===== config.mk =====
export PLATFORM = sky130hd
export DESIGN_NAME = bcd_digit_accumulator
export DESIGN_NICKNAME = d
export VERILOG_FILES = /design/src/rtl/bcd_pkg.sv /design/src/rtl/mul10_add.sv /design/src/rtl/bcd_digit_accumulator.sv
export SDC_FILE = /design/constraint.sdc
export NUM_CORES = 1
export LEC_CHECK = 0
export BUFFER_PORTS_ARGS = -buffer_cell sky130_fd_sc_hd__buf_2
export CAP_MARGIN = 20
export CORE_ASPECT_RATIO = 1.75
export CORE_UTILIZATION = 54
export DETAILED_ROUTE_END_ITERATION = 8
export PLACE_DENSITY = 0.85
export SYNTH_ARGS = -nofsm -noshare
export SYNTH_HDL_FRONTEND = slang
export SYNTH_SLANG_ARGS = --single-unit

===== constraint.sdc =====
create_clock -name clk -period 5.55 [get_ports clk]
set_clock_uncertainty 0.05 [all_clocks]
set_input_delay 1.11 -clock clk [delete_from_list [all_inputs] [get_ports clk]]
set_output_delay 1.11 -clock clk [all_outputs]
set_load 0.05 [all_outputs]

===== src/rtl/bcd_pkg.sv =====
// ---------------------------------------------------------------------------
// bcd_pkg
// Shared definitions for the decimal-conversion stages:
//   state_t  - accumulator FSM states
//   BCD_MAX  - largest legal BCD digit code
//   is_bcd() - returns 1 when a 4-bit code is a legal decimal digit (0..9)
// ---------------------------------------------------------------------------
package bcd_pkg;

   typedef enum logic [1:0] {
      S_IDLE = 2'd0,
      S_ACC  = 2'd1,
      S_ERR  = 2'd2,
      S_DONE = 2'd3
   } state_t;

   localparam logic [3:0] BCD_MAX = 4'd9;

   function automatic logic is_bcd(input logic [3:0] digit);
      return (digit <= BCD_MAX);
   endfunction

endpackage


===== src/rtl/mul10_add.sv =====
// ---------------------------------------------------------------------------
// mul10_add
// Combinational acc*10 + digit, built from shifts and adds so that no
// multiplier is needed.
// Ports:
//   i_acc   [OUT_W-1:0] running binary value
//   i_digit [3:0]       decimal digit appended at the least significant end
//   o_sum   [OUT_W-1:0] i_acc*10 + i_digit, truncated to OUT_W bits
// The caller guarantees the result fits in OUT_W bits.
// ---------------------------------------------------------------------------
module mul10_add #(
   parameter int OUT_W = 10
) (
   input  logic [OUT_W-1:0] i_acc,
   input  logic [3:0]       i_digit,
   output logic [OUT_W-1:0] o_sum
);

   logic [OUT_W-1:0] w_digit_ext;

   assign w_digit_ext = {{(OUT_W-4){1'b0}}, i_digit};

   // x*10 = x*8 + x*2
   assign o_sum = (i_acc << 3) + (i_acc << 1) + w_digit_ext;

endmodule


===== src/rtl/bcd_digit_accumulator.sv =====
// ---------------------------------------------------------------------------
// bcd_digit_accumulator
// Accumulates a most-significant-first stream of BCD digits into a binary
// number (value = value*10 + digit) and presents it on a registered
// valid/ready output. Any illegal digit code (10..15) in a number turns the
// result into an error (bin_err=1, bin_out=0).
// Ports:
//   clk          in   clock, rising edge
//   reset        in   asynchronous active-low reset
//   digit_in     in   [3:0] BCD digit
//   digit_valid  in   digit_in valid
//   digit_last   in   digit is the final one of the number
//   digit_ready  out  digit accepted this cycle (decoded from state only)
//   bin_out      out  [OUT_W-1:0] accumulated binary result
//   bin_err      out  result invalid (illegal digit seen)
//   out_valid    out  bin_out/bin_err valid
//   out_ready    in   downstream consumes the result
// ---------------------------------------------------------------------------
module bcd_digit_accumulator
   import bcd_pkg::*;
#(
   parameter int NUM_DIGITS = 3,
   parameter int OUT_W      = 10
) (
   input  logic             clk,
   input  logic             reset,
   input  logic [3:0]       digit_in,
   input  logic             digit_valid,
   input  logic             digit_last,
   output logic             digit_ready,
   output logic [OUT_W-1:0] bin_out,
   output logic             bin_err,
   output logic             out_valid,
   input  logic             out_ready
);

   localparam int CNT_W = $clog2(NUM_DIGITS + 1);
   localparam logic [CNT_W-1:0] CNT_MAX = CNT_W'(NUM_DIGITS);

   state_t           r_state;
   logic [OUT_W-1:0] r_acc;
   logic [CNT_W-1:0] r_cnt;
   logic [OUT_W-1:0] r_bin_out;
   logic             r_bin_err;
   logic             r_out_valid;

   logic             w_xfer;
   logic             w_legal;
   logic             w_term;
   logic [CNT_W-1:0] w_cnt_next;
   logic [OUT_W-1:0] w_acc_in;
   logic [OUT_W-1:0] w_sum;

   // Ready depends on state alone so there is no path from digit_valid.
   assign digit_ready = (r_state != S_DONE);

   assign w_xfer     = digit_valid && digit_ready;
   assign w_legal    = is_bcd(digit_in);
   assign w_cnt_next = r_cnt + CNT_W'(1);
   // The first digit of a number starts from zero regardless of r_acc.
   assign w_acc_in   = (r_state == S_IDLE) ? '0 : r_acc;
   // Termination on the explicit last flag or on reaching the digit limit.
   assign w_term     = digit_last || (w_cnt_next == CNT_MAX);

   mul10_add #(
      .OUT_W (OUT_W)
   ) u_mul10_add (
      .i_acc   (w_acc_in),
      .i_digit (digit_in),
      .o_sum   (w_sum)
   );

   always_ff @(posedge clk or negedge reset) begin
      if (!reset) begin
         r_state     <= S_IDLE;
         r_acc       <= '0;
         r_cnt       <= '0;
         r_bin_out   <= '0;
         r_bin_err   <= 1'b0;
         r_out_valid <= 1'b0;
      end else begin
         case (r_state)
            S_IDLE, S_ACC: begin
               if (w_xfer) begin
                  r_cnt <= w_cnt_next;
                  if (w_legal) begin
                     r_acc <= w_sum;
                  end
                  if (w_term) begin
                     // An illegal terminating digit reports the error directly.
                     r_state     <= S_DONE;
                     r_out_valid <= 1'b1;
                     r_bin_err   <= !w_legal;
                     r_bin_out   <= w_legal ? w_sum : '0;
                  end else begin
                     r_state <= w_legal ? S_ACC : S_ERR;
                  end
               end
            end
            S_ERR: begin
               // Digits are swallowed but still counted toward the limit.
               if (w_xfer) begin
                  r_cnt <= w_cnt_next;
                  if (w_term) begin
                     r_state     <= S_DONE;
                     r_out_valid <= 1'b1;
                     r_bin_err   <= 1'b1;
                     r_bin_out   <= '0;
                  end
               end
            end
            S_DONE: begin
               // bin_out/bin_err keep their values after the handshake.
               if (out_ready) begin
                  r_state     <= S_IDLE;
                  r_out_valid <= 1'b0;
                  r_cnt       <= '0;
                  r_acc       <= '0;
               end
            end
            default: begin
               r_state <= S_IDLE;
            end
         endcase
      end
   end

   assign bin_out   = r_bin_out;
   assign bin_err   = r_bin_err;
   assign out_valid = r_out_valid;

endmodule


==> run metrics <==
outcome finished clean; pwr/cell area 647.0 nW/um^2; Unique masters post-synth 32; final hold viol count 0; post-synthesis cell count 157; Ports 22; die width 42.14 um; Root Buffer clkbuf_8; Post-CTS Repair Setup Buffers 0; WP data required 5.65 ns; Routed WL per cell 15.59 um; Layout area overhead 9.614%; Post-synth EDFFs 0; area of the core 2690 um^2; post-synthesis sequential area ratio 41.08%; Row Count 25; die height 72.25 um; vias per cell 5.823; initial DRC count 18; Die ar. 3044 um^2; DP HPWL 2467 um; Pre-Repair DR Iteration Count 4; Post-route DRC 0; Longest Clk Path Bufs 2; Crit Path Class reg2reg; max cap viols 0; Post-Syn Area per Cell 9.699 um^2; sequential cell area 625.6 um^2; Synthesized Nets 182; Critical Path AT 3.05 ns; RSZ-0062 raised after global routing no; Startpoint Class flip-flop; first-pass GRT wire length 5271 um; # hold bufs at CTS 0; highest clock rate 338.9 MHz; # diodes 0; ratio of cells with drive above 1 in the final layout 22.73%; global placer's final weighted congestion 0.8951; clk slew on worst S/H paths 0.09 ns; most common flop cell mapped by yosys dfrtp_1; global route overflow 0; largest net degree at the start of global routing 26; Total GRT Usage 22.52%; final wirelength 3164 um; clk_lat worst skew 0.27 ns; Syn Std Cell Area 1523 um^2; final instance area 1669 um^2; period utilization 53.17%; initial antenna violation count 0; vias in the first global route 1,234; cts repair resizes 0; Final nets 202; multi-input logic area 825.8 um^2; Starting Density 56.60%; Hold Path Class reg2reg; PortBufs 21; Slew Limit Headroom 63.60%; crit path max fanout 11; TritonCTS clock tree done; reg2reg setup slack 2.60 ns; Slew @ Worst Pin 0.5460 ns; Setup-failing EPs final 0; clk sinks 25; Fin Setup TNS 0 ns; CTS Buf Count 3; Final Critical Period 2.951 ns; FILL cells 224; Slew Viols, Final 0; Worst setup EP type flip-flop; Seq cells post-synth 25; fraction of registers with async set/reset 100.0%; VDD IR-drop max 0.3746 mV; Antenna Nets Post-Route 0; Yosys warnings 0; DR vias 1,182; Placed Area 1620 um^2; Leak Pwr 0.8752 nW; Max H-tree Level 1
-- state kept, by name, indices dropped and copies added (netlist names) --
register and flops:
r_cnt 2, r_acc 9, r_state 2, bin_err 1, bin_out 10, out_valid 1
-- path summary, 6_finish.rpt --
kind / from / to / depth (start not counted)
max in group asynchronous: reset / bin_err$_DFFE_PN0P_ / 1
min in group asynchronous: reset / r_acc[4]$_DFFE_PN0P_ / 1
worst min-delay path: bin_out[2]$_DFFE_PN0P_ / bin_out[2]$_DFFE_PN0P_ / 2
worst max register to register: r_state[1]$_DFFE_PN0P_ / r_acc[7]$_DFFE_PN0P_ / 11
worst min register to register: bin_out[2]$_DFFE_PN0P_ / bin_out[2]$_DFFE_PN0P_ / 2
worst max-delay path: r_state[1]$_DFFE_PN0P_ / r_acc[7]$_DFFE_PN0P_ / 11
-- power by group --
part / switching (W) / internal, W
Clock: 0.0000588 / 0.0000509
Combinational: 0.000448 / 0.000212
Sequential: 0.0000512 / 0.000259
-- Yosys cell counts (2+ instances only) --
master,number,area share (%)
buf_2,3,0.99
a21oi_1,3,0.99
o21ai_0,13,4.3
a21o_1,3,1.5
dfrtp_1,25,41
nor2_1,4,0.99
nand2b_4,2,1.8
inv_1,8,2.0
xor2_1,4,2.3
nand3_1,14,4.6
nand2_1,20,4.9
buf_6,2,1.5
ha_1,15,12
xnor2_1,5,2.9
a31oi_1,2,0.82
o21ai_2,11,6.3
and2_1,8,3.3
-- layout by cell type, fill, tap and decap left out, types with 5 or more instances in the layout --
| cell | n |
|---|---|
| inv_1 | 8 |
| buf_2 | 21 |
| xnor2_1 | 5 |
| ha_1 | 15 |
| and2_1 | 8 |
| o21ai_2 | 11 |
| nand3_1 | 14 |
| dfrtp_1 | 25 |
| o21ai_0 | 13 |
| nand2_1 | 20 |
-- stage by stage --
step,instances,utilization [%],worst slack [ns],total power [W],hold slack [ns]
final,203,62.05,2.599,0.001080,0.4279
after global placement,199,60.23,2.489,0.0009374,0.4089
after floorplan,157,-,2.696,0.0008190,0.4079
after global routing,203,62.05,2.424,0.001153,0.4547
after CTS,203,62.05,2.623,0.001084,0.4309
after detailed placement,199,60.23,2.385,0.0009721,0.4103
-- critical path, cell delays in order (launching register included) --
cell	delay [ns]
dfrtp_1	0.45
or2_1	0.37
nand2_1	0.17
xnor2_1	0.15
ha_1	0.17
a31o_2	0.22
ha_1	0.33
a21oi_1	0.22
nand2_1	0.11
a31oi_1	0.21
xor2_1	0.26
o21ai_0	0.12
-- kinds of logic after synthesis --
| kind of cell | synth area share (%) |
|---|---|
| AO/OA/AOI/OAI | 17.34 |
| flip-flops | 41.08 |
| XOR/XNOR | 5.176 |
| AND/OR/NAND/NOR | 18.08 |
| adder cells (fa/ha/maj) | 13.64 |
| buffers and inverters | 4.683 |
-- per-layer routing --
metal | global-route usage [%] | up-vias | part of all wire, %
met2 | 42.53 | 28 | 57
li1 | - | 577 | -
met1 | 25.08 | 564 | 37
met5 | 0 | - | 0
met4 | 10.76 | 0 | 3.8
met3 | 1.493 | 13 | 2.3
-- area by class of cell --
class	instances	area share, %
Clock inverter	1	0.4498
Tap cell	27	2.024
Sequential cell	25	37.48
Clock buffer	3	2.474
Multi-Input combinational cell	118	49.48
Inverter	8	1.799
Timing Repair Buffer	21	6.297
No activity file was read; power rests on OpenSTA's default activity.
